**config.mk**
```make
export PLATFORM = sky130hd
export DESIGN_NAME = cpu_hazard_pipe
export DESIGN_NICKNAME = d
export VERILOG_FILES = /design/src/rtl/cpu_hazard_pipe.sv
export SDC_FILE = /design/constraint.sdc
export NUM_CORES = 1
export LEC_CHECK = 0
export CORE_MARGIN = 2
export CORE_UTILIZATION = 43
export DETAILED_ROUTE_END_ITERATION = 10
export GPL_TIMING_DRIVEN = 0
export HOLD_SLACK_MARGIN = 0.02
export PLACE_DENSITY = 0.89
export SETUP_SLACK_MARGIN = 0.1
export SYNTH_ARGS = -nofsm -noshare
export SYNTH_HDL_FRONTEND = slang
export SYNTH_SLANG_ARGS = --single-unit
export TNS_END_PERCENT = 20
```
**constraint.sdc**
```tcl
create_clock -name clk -period 4.95 [get_ports clk]
set_clock_uncertainty 0.1 [all_clocks]
set_input_delay 0.99 -clock clk [delete_from_list [all_inputs] [get_ports clk]]
set_output_delay 0.99 -clock clk [all_outputs]
set_load 0.02 [all_outputs]
```
**src/rtl/cpu_hazard_pipe.sv**
```systemverilog
// Load-use hazard detector with Ex/Mem destination tracking and a saturating stall counter.
// Register 31 is hard-wired zero and never produces a hazard.
module cpu_hazard_pipe (
    input  logic       clk,
    input  logic       reset_n,
    input  logic [4:0] Rd_Id,
    input  logic       regWrite_Id,
    input  logic       memRead_Id,
    input  logic [4:0] Reg_Aa,
    input  logic [4:0] Reg_Ab,
    input  logic       useAa_Id,
    input  logic       useAb_Id,
    input  logic       flush,
    output logic [4:0] Rd_Ex,
    output logic [4:0] Rd_Mem,
    output logic       writeEn_Ex,
    output logic       writeEn_Mem,
    output logic       memRead_Ex,
    output logic       stall,
    output logic [7:0] stall_cnt
);

    localparam int unsigned REG_W = 5;
    localparam int unsigned CNT_W = 8;
    localparam logic [REG_W-1:0] ZERO_REG = REG_W'(31);
    localparam logic [CNT_W-1:0] CNT_MAX  = CNT_W'(255);

    logic [REG_W-1:0] rd_ex_q,  rd_ex_d;
    logic [REG_W-1:0] rd_mem_q, rd_mem_d;
    logic             we_ex_q,  we_ex_d;
    logic             mr_ex_q,  mr_ex_d;
    logic             we_mem_q, we_mem_d;
    logic [CNT_W-1:0] cnt_q,    cnt_d;

    logic             id_dst_real;
    logic             ex_load_real;
    logic             src_hit;
    logic             stall_c;

    // Hazard: a real load sits in Ex and decode reads its destination; flush wins.
    always_comb begin
        ex_load_real = mr_ex_q & we_ex_q & (rd_ex_q != ZERO_REG);
        src_hit      = (useAa_Id & (Reg_Aa == rd_ex_q)) | (useAb_Id & (Reg_Ab == rd_ex_q));
        stall_c      = ~flush & ex_load_real & src_hit;
    end

    // Next-state for both pipeline slots and the stall counter.
    always_comb begin
        id_dst_real = (Rd_Id != ZERO_REG);
        rd_ex_d     = ZERO_REG;
        we_ex_d     = 1'b0;
        mr_ex_d     = 1'b0;
        rd_mem_d    = rd_ex_q;
        we_mem_d    = we_ex_q;
        cnt_d       = cnt_q;

        if (!(flush || stall_c)) begin
            rd_ex_d = Rd_Id;
            we_ex_d = regWrite_Id & id_dst_real;
            mr_ex_d = memRead_Id  & id_dst_real;
        end

        if (stall_c && (cnt_q != CNT_MAX)) begin
            cnt_d = cnt_q + CNT_W'(1);
        end
    end

    always_ff @(posedge clk or negedge reset_n) begin
        if (!reset_n) begin
            rd_ex_q  <= ZERO_REG;
            we_ex_q  <= 1'b0;
            mr_ex_q  <= 1'b0;
            rd_mem_q <= ZERO_REG;
            we_mem_q <= 1'b0;
            cnt_q    <= '0;
        end else begin
            rd_ex_q  <= rd_ex_d;
            we_ex_q  <= we_ex_d;
            mr_ex_q  <= mr_ex_d;
            rd_mem_q <= rd_mem_d;
            we_mem_q <= we_mem_d;
            cnt_q    <= cnt_d;
        end
    end

    assign Rd_Ex       = rd_ex_q;
    assign writeEn_Ex  = we_ex_q;
    assign memRead_Ex  = mr_ex_q;
    assign Rd_Mem      = rd_mem_q;
    assign writeEn_Mem = we_mem_q;
    assign stall       = stall_c;
    assign stall_cnt   = cnt_q;

endmodule

```
==> summary.md, run 1 <==
| Metric | Value |
|---|---|
| Leakage Power | `0.584 nW` |
| Vias | `774` |
| Syn nets | `101` |
| Post-Layout Cell Count | `153` |
| Most frequently used flop master after synthesis | `sky130_fd_sc_hd__dfrtp_1` |
| Drt initial violations | `9` |
| Post-route total power | `0.322 mW` |
| TritonCTS clock tree | `done` |
| Number of global-route vias before repair | `803` |
| Worst path setup slack after routing | `0.927 ns` |
| Remaining antenna violation count | `0` |
| Sequential fraction of design power | `58.0%` |
| FILL cells | `180` |
| Req. time, crit path | `3.86 ns` |
| Fraction of final layout cells sized beyond drive strength 1 | `14.4%` |
| Total track usage | `17.1%` |
| Most frequent standard cell in the layout excluding fill and tap cells | `sky130_fd_sc_hd__clkdlybuf4s50_1` |
| Nets | `149` |
| First-pass GRT wire length | `3.33 mm` |
| Clock slew seen by the registers of the worst setup and hold paths | `0.11 ns` |
| Max-slew headroom | `41.2%` |
| Commonest cells after routing, fill and taps aside | `43 x sky130_fd_sc_hd__clkdlybuf4s50_1, 16 x sky130_fd_sc_hd__xnor2_1, 11 x sky130_fd_sc_hd__dfrtp_1` |
| Initial antenna violation count | `0` |
| # hold bufs at CTS | `0` |
| Core utilization of the finished layout | `67.2%` |
| Pins over their slew limit | `0` |
| Final critical-path required period | `4.02 ns` |
| Die boundary height | `51.0 µm` |
| Setup violations, final | `0` |
| Count of distinct cell types in the synthesized netlist | `22` |
| TritonCTS Buffers | `3` |
| Count of mapped cells out of synthesis | `78` |
| Final count of hold timing violations | `0` |
| Layout-stage area growth over the synthesis result | `51.9%` |
| Number of sinks handled by clock tree synthesis | `21` |
| Global placement routability congestion | `0.834` |
| Crit-path slowest cell | `sky130_fd_sc_hd__clkdlybuf4s50_1` |
| Switching share of total power | `23.9%` |
| Total power per unit cell area | `223 nW/µm²` |
| Overall routed net length | `1.92 mm` |
| Maximum number of pins on one net before global-route repair | `22` |
| Longest individual stage delay on the worst path | `0.60 ns` |
| Hold/Removal Path Class | `flop to flop` |
| Most used cell along the critical path | `sky130_fd_sc_hd__clkdlybuf4s50_1` |
| Arrival time at the worst endpoint | `2.93 ns` |
| Power spent charging and discharging nets | `0.0771 mW` |
| # placed instances | `149` |
| Result of the run | `completed` |
| GR Overflow Total | `0` |
| Fmax achieved | `249 MHz` |
| Sort of element at the end of the critical path | `primary output` |
| Combinational share of power | `18.1%` |
| Transition time at the pin with the least slew margin | `0.880 ns` |
| Placed cell area | `1420 µm²` |
| Portion of the clock cycle consumed by the worst path in the final layout | `81.3%` |
| Insertion delay to the later sink of the worst-skew pair | `0.29 ns` |
| CTS H-Tree Depth | `1` |
| Drt first pass iters | `4` |
| Part of the Yosys area used for sequential elements | `56.7%` |
| CP max FO | `9` |
| Count of buffers from port buffering | `43` |
| Count of warnings emitted by yosys | `0` |
| Unrepaired setup endpoints after global routing | `no` |
| Wire length per cell after detailed routing | `12.5 µm` |
| Gates resized, CTS repair | `0` |
| Post-CTS setup buffer count | `0` |
| Synthesis-stage register bit count | `21` |
| Setup_tns | `0 ns` |
| Post-place setup slack | `0.895 ns` |
| Avg Inst Size Synth | `12.2 µm²` |
| CP Cell Sequence | `clkdlybuf4s50_1 > xnor2_1 > nand4_1 > o22ai_4 > and2_1 > clkdlybuf4s50_1` |
| Worst hold slack across all endpoints | `0.306 ns` |
| Internal power consumption | `0.245 mW` |
| Number of enable-type register cells in the synthesized netlist | `0` |
| Startpoint types | `input port` |
| Initial standard-cell utilization of the core | `44.2%` |
| Number of remaining DRC errors | `0` |
| Via density per instance | `5.06` |
| ANT cells | `0` |
| Die area | `2600 µm²` |
| Clock Power Share | `23.9%` |
| Core region area | `2150 µm²` |
| Clock tree root driver cell | `sky130_fd_sc_hd__clkbuf_4` |
| Max-cap violations | `0` |
| Die Width | `51.0 µm` |
| Number of core rows | `17` |
| Clock tree buffer depth | `2` |
| Kind of critical path | `input port to primary output` |
| Post-synthesis cell area | `950 µm²` |
| Final instance area | `1440 µm²` |
| Worst VDD drop | `0.146 mV` |
| Ports placed on the boundary | `44` |
| Share of synthesized registers carrying an async set or reset | `100%` |
## kinds of logic after synthesis
| family | synth area share [%] |
|---|---|
| AOI/OAI and AO/OA | 6.72 |
| buffers and inverters | 0.791 |
| adders and majority gates | 1.32 |
| xor gates and xnor gates | 14.8 |
| DFF | 56.7 |
| muxes | 1.58 |
| and+or+nand+nor | 18.2 |
## area by class of cell
type                            count  area, µm²  share of cell area [%]
Multi-Input combinational cell     55        404                    28.0
Clock buffer                        3       22.5                    1.56
Timing Repair Buffer               43        430                    29.8
Clock inverter                      1       5.00                   0.347
Inverter                            2       7.51                   0.520
Tap cell                           28       35.0                    2.43
Sequential cell                    21        538                    37.3
## worst paths after layout
kind / from / to / slack (ns) / cells past startpoint
worst max register to register: Rd_Ex[4]$_DFF_PN1_ / stall_cnt[1]$_DFFE_PN0P_ / 3.10 / 5
worst max-delay path: Reg_Aa[4] / stall / 0.93 / 6
max in group asynchronous: reset_n / writeEn_Mem$_DFF_PN0_ / 3.13 / 1
min in group asynchronous: reset_n / stall_cnt[4]$_DFFE_PN0P_ / 1.08 / 1
worst min register to register: Rd_Ex[0]$_DFF_PN1_ / Rd_Mem[0]$_DFF_PN1_ / 0.31 / 0
worst min-delay path: Rd_Ex[0]$_DFF_PN1_ / Rd_Mem[0]$_DFF_PN1_ / 0.31 / 0
## worst max-delay path, delay by kind of cell
| kind | cells | cell delay (ns) |
|---|---|---|
| buffers and inverters | 2 | 1.09 |
| xor gates and xnor gates | 1 | 0.12 |
| AOI/OAI and AO/OA | 1 | 0.35 |
| and+or+nand+nor | 2 | 0.38 |
## sequential cells by signal, indices dropped and copies added, names as in the netlist
register and flops:
stall_cnt 8, Rd_Ex 5, writeEn_Ex 1, writeEn_Mem 1, Rd_Mem 5, memRead_Ex 1
## per-layer routing
layer | vias to the layer above | routed length, µm | GRT usage (%)
li1 | 370 | - | -
met1 | 373 | 737 | 18.9
met2 | 27 | 1040 | 31.6
met3 | 4 | 106 | 2.34
met4 | 0 | 39 | 8.56
met5 | - | 0 | 0
## power groups by stage
stage	Sequential (mW)	Combinational, mW	Clock (mW)
after CTS	0.187	0.0592	0.0811
after global placement	0.190	0.0574	0
final	0.187	0.0582	0.0769
after detailed placement	0.190	0.0590	0
after floorplan	0.197	0.0157	0
after global routing	0.188	0.0630	0.0891
## Yosys cell counts (2+ instances only)
cell	n	area (µm²)
sky130_fd_sc_hd__xnor2_1	16	140
sky130_fd_sc_hd__nand3_1	6	30.0
sky130_fd_sc_hd__nor3_1	2	10.0
sky130_fd_sc_hd__nor2_1	2	7.51
sky130_fd_sc_hd__inv_1	2	7.51
sky130_fd_sc_hd__dfrtp_1	11	275
sky130_fd_sc_hd__dfstp_2	10	263
sky130_fd_sc_hd__and3_1	4	25.0
sky130_fd_sc_hd__nand2_1	5	18.8
sky130_fd_sc_hd__nand4_1	4	25.0
sky130_fd_sc_hd__nand2b_1	5	31.3
(Power assumes the default switching activity.)
==> run 2, diff against run 1 <==
--- a/config.mk
+++ b/config.mk
@@ -6,11 +6,11 @@
 export NUM_CORES = 1
 export LEC_CHECK = 0
 export CORE_MARGIN = 2
-export CORE_UTILIZATION = 43
+export CORE_UTILIZATION = 40
 export DETAILED_ROUTE_END_ITERATION = 10
 export GPL_TIMING_DRIVEN = 0
 export HOLD_SLACK_MARGIN = 0.02
-export PLACE_DENSITY = 0.89
+export PLACE_DENSITY = 0.84
 export SETUP_SLACK_MARGIN = 0.1
 export SYNTH_ARGS = -nofsm -noshare
 export SYNTH_HDL_FRONTEND = slang
==> constraint.sdc (replaced) <==
create_clock -name clk -period 4 [get_ports clk]
set_clock_uncertainty 0.1 [all_clocks]
set_input_delay 0.8 -clock clk [delete_from_list [all_inputs] [get_ports clk]]
set_output_delay 0.8 -clock clk [all_outputs]
set_load 0.02 [all_outputs]
==> run 2 against run 1 <==
Effect of this change:
- clock power is 34% higher
- count of clock-buffer cells in the layout unchanged
- worst setup slack lost 0.57 ns
- wire length is 2.8% higher
- via count fell by 3.4%
- register-to-register slack lost 0.94 ns
- critical path type unchanged
- largest cell class unchanged
==> summary.md, run 2 (synthesized netlist as in run 1, its figures left out) <==
| Metric | Value |
|---|---|
| Most used cell along the critical path | `sky130_fd_sc_hd__clkdlybuf4s50_1` |
| Worst path setup slack after routing | `0.357 ns (-0.570 ns)` |
| R2R cell count | `5 (unchanged)` |
| Layout-stage area growth over the synthesis result | `51.9% (unchanged)` |
| TritonCTS clock tree | `done` |
| Die Width | `52.7 µm (+3.4%)` |
| Post-CTS setup buffer count | `0 (unchanged)` |
| Portion of the clock cycle consumed by the worst path in the final layout | `91.1%` |
| Transition time at the pin with the least slew margin | `0.870 ns (-0.00987 ns)` |
| Clock tree root driver cell | `sky130_fd_sc_hd__clkbuf_4` |
| Wire length per cell after detailed routing | `12.9 µm (+2.8%)` |
| Final count of hold timing violations | `0 (unchanged)` |
| Worst VDD drop | `0.216 mV (+47%)` |
| Hold/Removal Path Class | `flop to flop` |
| Number of instances on the worst hold path | `0 (unchanged)` |
| Fraction of final layout cells sized beyond drive strength 1 | `14.4% (unchanged)` |
| Req. time, crit path | `3.10 ns (-0.76 ns)` |
| Final critical-path required period | `3.64 ns` |
| Combinational share of power | `17.6% (-0.5 points)` |
| Drt initial violations | `15 (+6)` |
| Clock Power Share | `25.4% (+1.5 points)` |
| Kind of critical path | `input port to primary output` |
| Count of buffers from port buffering | `43 (unchanged)` |
| Startpoint types | `input port` |
| Remaining antenna violation count | `0 (unchanged)` |
| Via density per instance | `4.89 (-3.4%)` |
| Die area | `2780 µm² (+6.9%)` |
| Start of the worst register-to-register path | `Rd_Ex[1]$_DFF_PN1_` |
| Core region area | `2230 µm² (+4.0%)` |
| Worst hold slack across all endpoints | `0.295 ns (-0.0108 ns)` |
| Gates resized, CTS repair | `0 (unchanged)` |
| GR Overflow Total | `0 (unchanged)` |
| Initial antenna violation count | `0 (unchanged)` |
| Number of sinks handled by clock tree synthesis | `21 (unchanged)` |
| Internal power consumption | `0.303 mW (+24%)` |
| Crit-path slowest cell | `sky130_fd_sc_hd__clkdlybuf4s50_1` |
| Sink of the worst hold path | `Rd_Mem[0]$_DFF_PN1_` |
| Insertion delay to the later sink of the worst-skew pair | `0.31 ns (+0.02 ns)` |
| Overall routed net length | `1.97 mm (+2.8%)` |
| Die boundary height | `52.7 µm (+3.4%)` |
| ANT cells | `0 (unchanged)` |
| Max-cap violations | `0 (unchanged)` |
| Switching share of total power | `25.3% (+1.4 points)` |
| Commonest cells after routing, fill and taps aside | `43 x sky130_fd_sc_hd__clkdlybuf4s50_1, 16 x sky130_fd_sc_hd__xnor2_1, 11 x sky130_fd_sc_hd__dfrtp_1` |
| Clock slew seen by the registers of the worst setup and hold paths | `0.12 ns (about the same)` |
| Vias | `748 (-3.4%)` |
| Pins over their slew limit | `0 (unchanged)` |
| Sequential fraction of design power | `57.0% (-1.0 points)` |
| Total track usage | `16.8% (-0.28 points)` |
| Total power per unit cell area | `281 nW/µm² (+26%)` |
| Worst reg2reg endpoint | `stall_cnt[1]$_DFFE_PN0P_` |
| Leakage Power | `0.584 nW (unchanged)` |
| Most frequent standard cell in the layout excluding fill and tap cells | `sky130_fd_sc_hd__clkdlybuf4s50_1` |
| Max reg flops | `8 (unchanged)` |
| Clock tree buffer depth | `2 (unchanged)` |
| Global placement routability congestion | `0.764 (-8.4%)` |
| # hold bufs at CTS | `0 (unchanged)` |
| Startpoint of the tightest hold check path | `Rd_Ex[0]$_DFF_PN1_` |
| TritonCTS Buffers | `3 (unchanged)` |
| Longest individual stage delay on the worst path | `0.61 ns (about the same)` |
| First-pass GRT wire length | `3.35 mm (+0.42%)` |
| Ports placed on the boundary | `44 (unchanged)` |
| Max-slew headroom | `41.8% (+0.66 points)` |
| Result of the run | `completed` |
| Fmax achieved | `275 MHz` |
| Number of remaining DRC errors | `0 (unchanged)` |
| Post-place setup slack | `0.343 ns (-0.552 ns)` |
| Number of core rows | `17 (unchanged)` |
| Maximum number of pins on one net before global-route repair | `22 (unchanged)` |
| CP max FO | `9 (unchanged)` |
| Unrepaired setup endpoints after global routing | `no` |
| Setup_tns | `0 ns (unchanged)` |
| CTS H-Tree Depth | `1 (unchanged)` |
| Number of global-route vias before repair | `763 (-5.0%)` |
| Arrival time at the worst endpoint | `2.74 ns (-0.19 ns)` |
| FF-to-FF setup slack | `2.16 ns (-0.94 ns)` |
| Setup violations, final | `0 (unchanged)` |
| CP Cell Sequence | `clkdlybuf4s50_1 > xnor2_1 > nand4_1 > o22ai_4 > and2_1 > clkdlybuf4s50_1` |
| Nets | `149 (unchanged)` |
| Drt first pass iters | `4 (unchanged)` |
| Power spent charging and discharging nets | `0.103 mW (+33%)` |
| Initial standard-cell utilization of the core | `42.5% (-1.7 points)` |
| Sort of element at the end of the critical path | `primary output` |
[run 2: power by group through the flow]
stage          sequential, mW  combinational (mW)  clock (mW)
6_report                0.231              0.0715       0.103
5_1_grt                 0.233              0.0775       0.117
4_1_cts                 0.232              0.0726       0.105
3_5_place_dp            0.235              0.0724           0
3_3_place_gp            0.235              0.0712           0
2_1_floorplan           0.244              0.0194           0
[run 2: worst max-delay path by stage]
| stage | from | end | slack (ns) | depth (start not counted) |
|---|---|---|---|---|
| after CTS | Reg_Aa[1] | stall | 0.34 | 6 |
| after detailed placement | Reg_Aa[1] | stall | 0.34 | 6 |
| after floorplan | Reg_Aa[1] | stall | 1.43 | 4 |
| after global routing | Reg_Aa[2] | stall | 0.26 | 6 |
| final | Reg_Aa[1] | stall | 0.36 | 6 |
| after global placement | Reg_Aa[1] | stall | 0.36 | 6 |
[run 2: cell type report]
type / count / area (µm²)
inverter: 2 / 7.51
fill: 189 / 791
multi-input combinational: 55 / 404
clock inverter: 1 / 5.00
timing repair buffer: 43 / 430
clock buffer: 3 / 22.5
tap: 28 / 35.0
sequential: 21 / 538
[run 2: worst max-delay path, delay by kind of cell]
family                    cells  cell delay, ns
buffers and inverters         2            1.08
and+or+nand+nor               2            0.39
AOI/OAI and AO/OA             1            0.36
xor gates and xnor gates      1            0.11
[run 2: metrics by stage]
| stage | instance area [µm²] | instances | power, mW | utilization (%) |
|---|---|---|---|---|
| CTS | 1440 | 153 | 0.409 | 64.6 |
| global placement | 1420 | 149 | 0.306 | 63.4 |
| global route | 1440 | 153 | 0.428 | 64.6 |
| finish | 1440 | 153 | 0.406 | 64.6 |
| floorplan | 950 | 78 | 0.263 | - |
| detailed placement | 1420 | 149 | 0.308 | 63.4 |
[run 2: routing by layer]
metal	GRT usage (%)	wire length, µm
met5	0	0
met4	7.69	24
met3	4.86	133
met2	27.7	983
met1	20.1	832
==> RTL edit: new RTL, flow settings as in run 2 <==
Reset style: synchronous (`reset_n`), changed in one clocked block.
--- a/src/rtl/cpu_hazard_pipe.sv
+++ b/src/rtl/cpu_hazard_pipe.sv
@@ -67,3 +67,3 @@
 
-    always_ff @(posedge clk or negedge reset_n) begin
+    always_ff @(posedge clk) begin
         if (!reset_n) begin
Formal check against the unedited RTL: differs if reset_n is asserted again (counterexample within 4 cycles, from zero or initial values and one cycle with reset_n low); with reset_n held inactive, the same outputs for 10 cycles.
==> RTL edit against run 2 <==
- fmax is 0.68% higher
- routed wire length is 9.7% higher
- sequential cell count did not move
- design area is 1.6% lower
- worst setup slack better by 0.025 ns
- synthesized area shrank 2.4%
- total power down 7.2%
==> RTL edit: results (changes against run 2) <==
* Total routed wirelength at 2165 µm (was 1973 µm)
* Maximum vdd drop at 0.1858 mV (was 0.2157 mV)
* Final setup violating endpoints at 0 (unchanged)
* Class of the worst hold path: reg -> reg (unchanged)
* Async set-reset flop share out of synthesis at 0 (was 1.000)
* Worst-margin pin slew at 0.6792 ns (was 0.8700 ns)
* Number of antenna diodes at 0 (unchanged)
* Port Buf Inserts at 43 (unchanged)
* Count of nets after finishing at 167 (was 149)
* Clock H-tree levels at 1 (unchanged)
* Proportion of synthesized chip area in sequential cells at 0.4534 (was 0.5665)
* Flip-flop count of the largest register, all copies and words added at 8 (unchanged)
* DRT iter0 DRCs at 10 (was 15)
* Clock insertion delay at the later pin of the skew report at roughly 0.30 ns
* First-pass GRT wire length at 3581 µm (was 3346 µm)
* Clk Tree Root Cell: sky130_fd_sc_hd__clkbuf_4 (unchanged)
* Synth top area cells: sky130_fd_sc_hd__dfxtp_1 (45%), sky130_fd_sc_hd__xnor2_1 (9.4%), sky130_fd_sc_hd__nand2b_1 (6.7%) (was sky130_fd_sc_hd__dfrtp_1 (29%), sky130_fd_sc_hd__dfstp_2 (28%), sky130_fd_sc_hd__xnor2_1 (15%))
* Initial antenna violation count at 0 (unchanged)
* Synth warn at 0 (unchanged)
* Largest fanout of any net on the critical path at 4 (was 9)
* Worst EP arrival at 2.72 ns (was 2.74 ns)
* Maximum clock path buffer count at 2 (unchanged)
* Pin count of the biggest net entering global routing at 12 (was 22)
* RePlAce Congestion at 0.8066 (was 0.7637)
* Post CTS Setup Buffer Count at 0 (unchanged)
* Total grt overflow at 0 (unchanged)
* Overall track demand over capacity in global routing at 0.1786 (was 0.1682)
* Num CTS Buffers at 3 (unchanged)
* Total nets after synthesis at 119 (was 101)
* Filler cells at 205 (was 189)
* Via count of the first global-routing pass at 847 (was 763)
* Via total after detailed routing at 889 (was 748)
* Synth unique cells at 26 (was 22)
* Clock input transition at the sequential cells of the worst setup and hold paths at 0.11 ns
* Static Leakage at 0.0004873 µW (was 0.0005843 µW)
* Leading post-synthesis cells by instance count: sky130_fd_sc_hd__dfxtp_1 (21), sky130_fd_sc_hd__nand2b_1 (10), sky130_fd_sc_hd__xnor2_1 (10) (was sky130_fd_sc_hd__xnor2_1 (16), sky130_fd_sc_hd__dfrtp_1 (11), sky130_fd_sc_hd__dfstp_2 (10))
* PostCTS Resize Cnt at 0 (unchanged)
* Placed instance area at 1393 µm² (was 1415 µm²)
* DR pass1 iterations at 4 (unchanged)
* Fraction of layout cells with a size suffix above 1 at 0.04196 (was 0.1440)
* Status: completed (unchanged)
==> RTL edit: kinds of logic after synthesis <==
kind of cell	synth area share
buffers and inverters	0.01619
AND/OR/NAND/NOR	0.2726
adder cells (fa/ha/maj)	0.01349
AO/OA/AOI/OAI	0.1498
flip-flops	0.4534
XOR/XNOR	0.09446
==> RTL edit: layout make-up <==
| type | count | share of cell area |
|---|---|---|
| clock buffer | 4 | 0.01852 |
| timing repair buffer | 43 | 0.3034 |
| inverter | 3 | 0.007937 |
| multi-input combinational | 71 | 0.3466 |
| tap | 28 | 0.02469 |
| sequential | 21 | 0.2963 |
| buffer | 1 | 0.002646 |
==> RTL edit: worst max-delay path, cell delays in order <==
cell	delay, ns
sky130_fd_sc_hd__clkdlybuf4s50_1	0.49
sky130_fd_sc_hd__xnor2_1	0.13
sky130_fd_sc_hd__nand4_1	0.16
sky130_fd_sc_hd__o22ai_1	0.34
sky130_fd_sc_hd__and2_1	0.20
sky130_fd_sc_hd__clkdlybuf4s50_1	0.60
==> RTL edit: per-stage QoR <==
stage	utilization	hold WS (ns)	std cells	total power, µW	setup WS, ns
finish	0.6414	0.3988	171	376.6	0.3817
global route	0.6414	0.4235	171	393.4	0.3041
CTS	0.6414	0.3963	171	379.4	0.3947
detailed placement	0.6295	0.3693	167	282.4	0.4032
global placement	0.6295	0.3638	167	281.0	0.4244
floorplan	-	0.4651	96	246.1	1.525
==> RTL edit: final timing paths <==
kind / startpoint / endpoint / slack [ns] / cells after the start
max: Reg_Aa[1] / stall / 0.38 / 6
min: writeEn_Ex / writeEn_Mem / 0.40 / 1
max reg2reg: Rd_Ex[0] / stall_cnt[0] / 2.00 / 6
min reg2reg: writeEn_Ex / writeEn_Mem / 0.40 / 1
==> RTL edit: per-layer routing <==
metal | wire, µm | global-route usage | part of all wire
met1 | 921 | 0.2021 | 0.43
met5 | 0 | 0 | 0
met4 | 32 | 0.07692 | 0.015
met2 | 1066 | 0.3186 | 0.49
met3 | 143 | 0.04023 | 0.066
==> RTL edit: power by group <==
part	internal [µW]	total [µW]	switching, µW
logic	36.5	59.4	22.8
registers	213	218	4.39
clock network	38.9	99.3	60.5
total	289	377	87.7
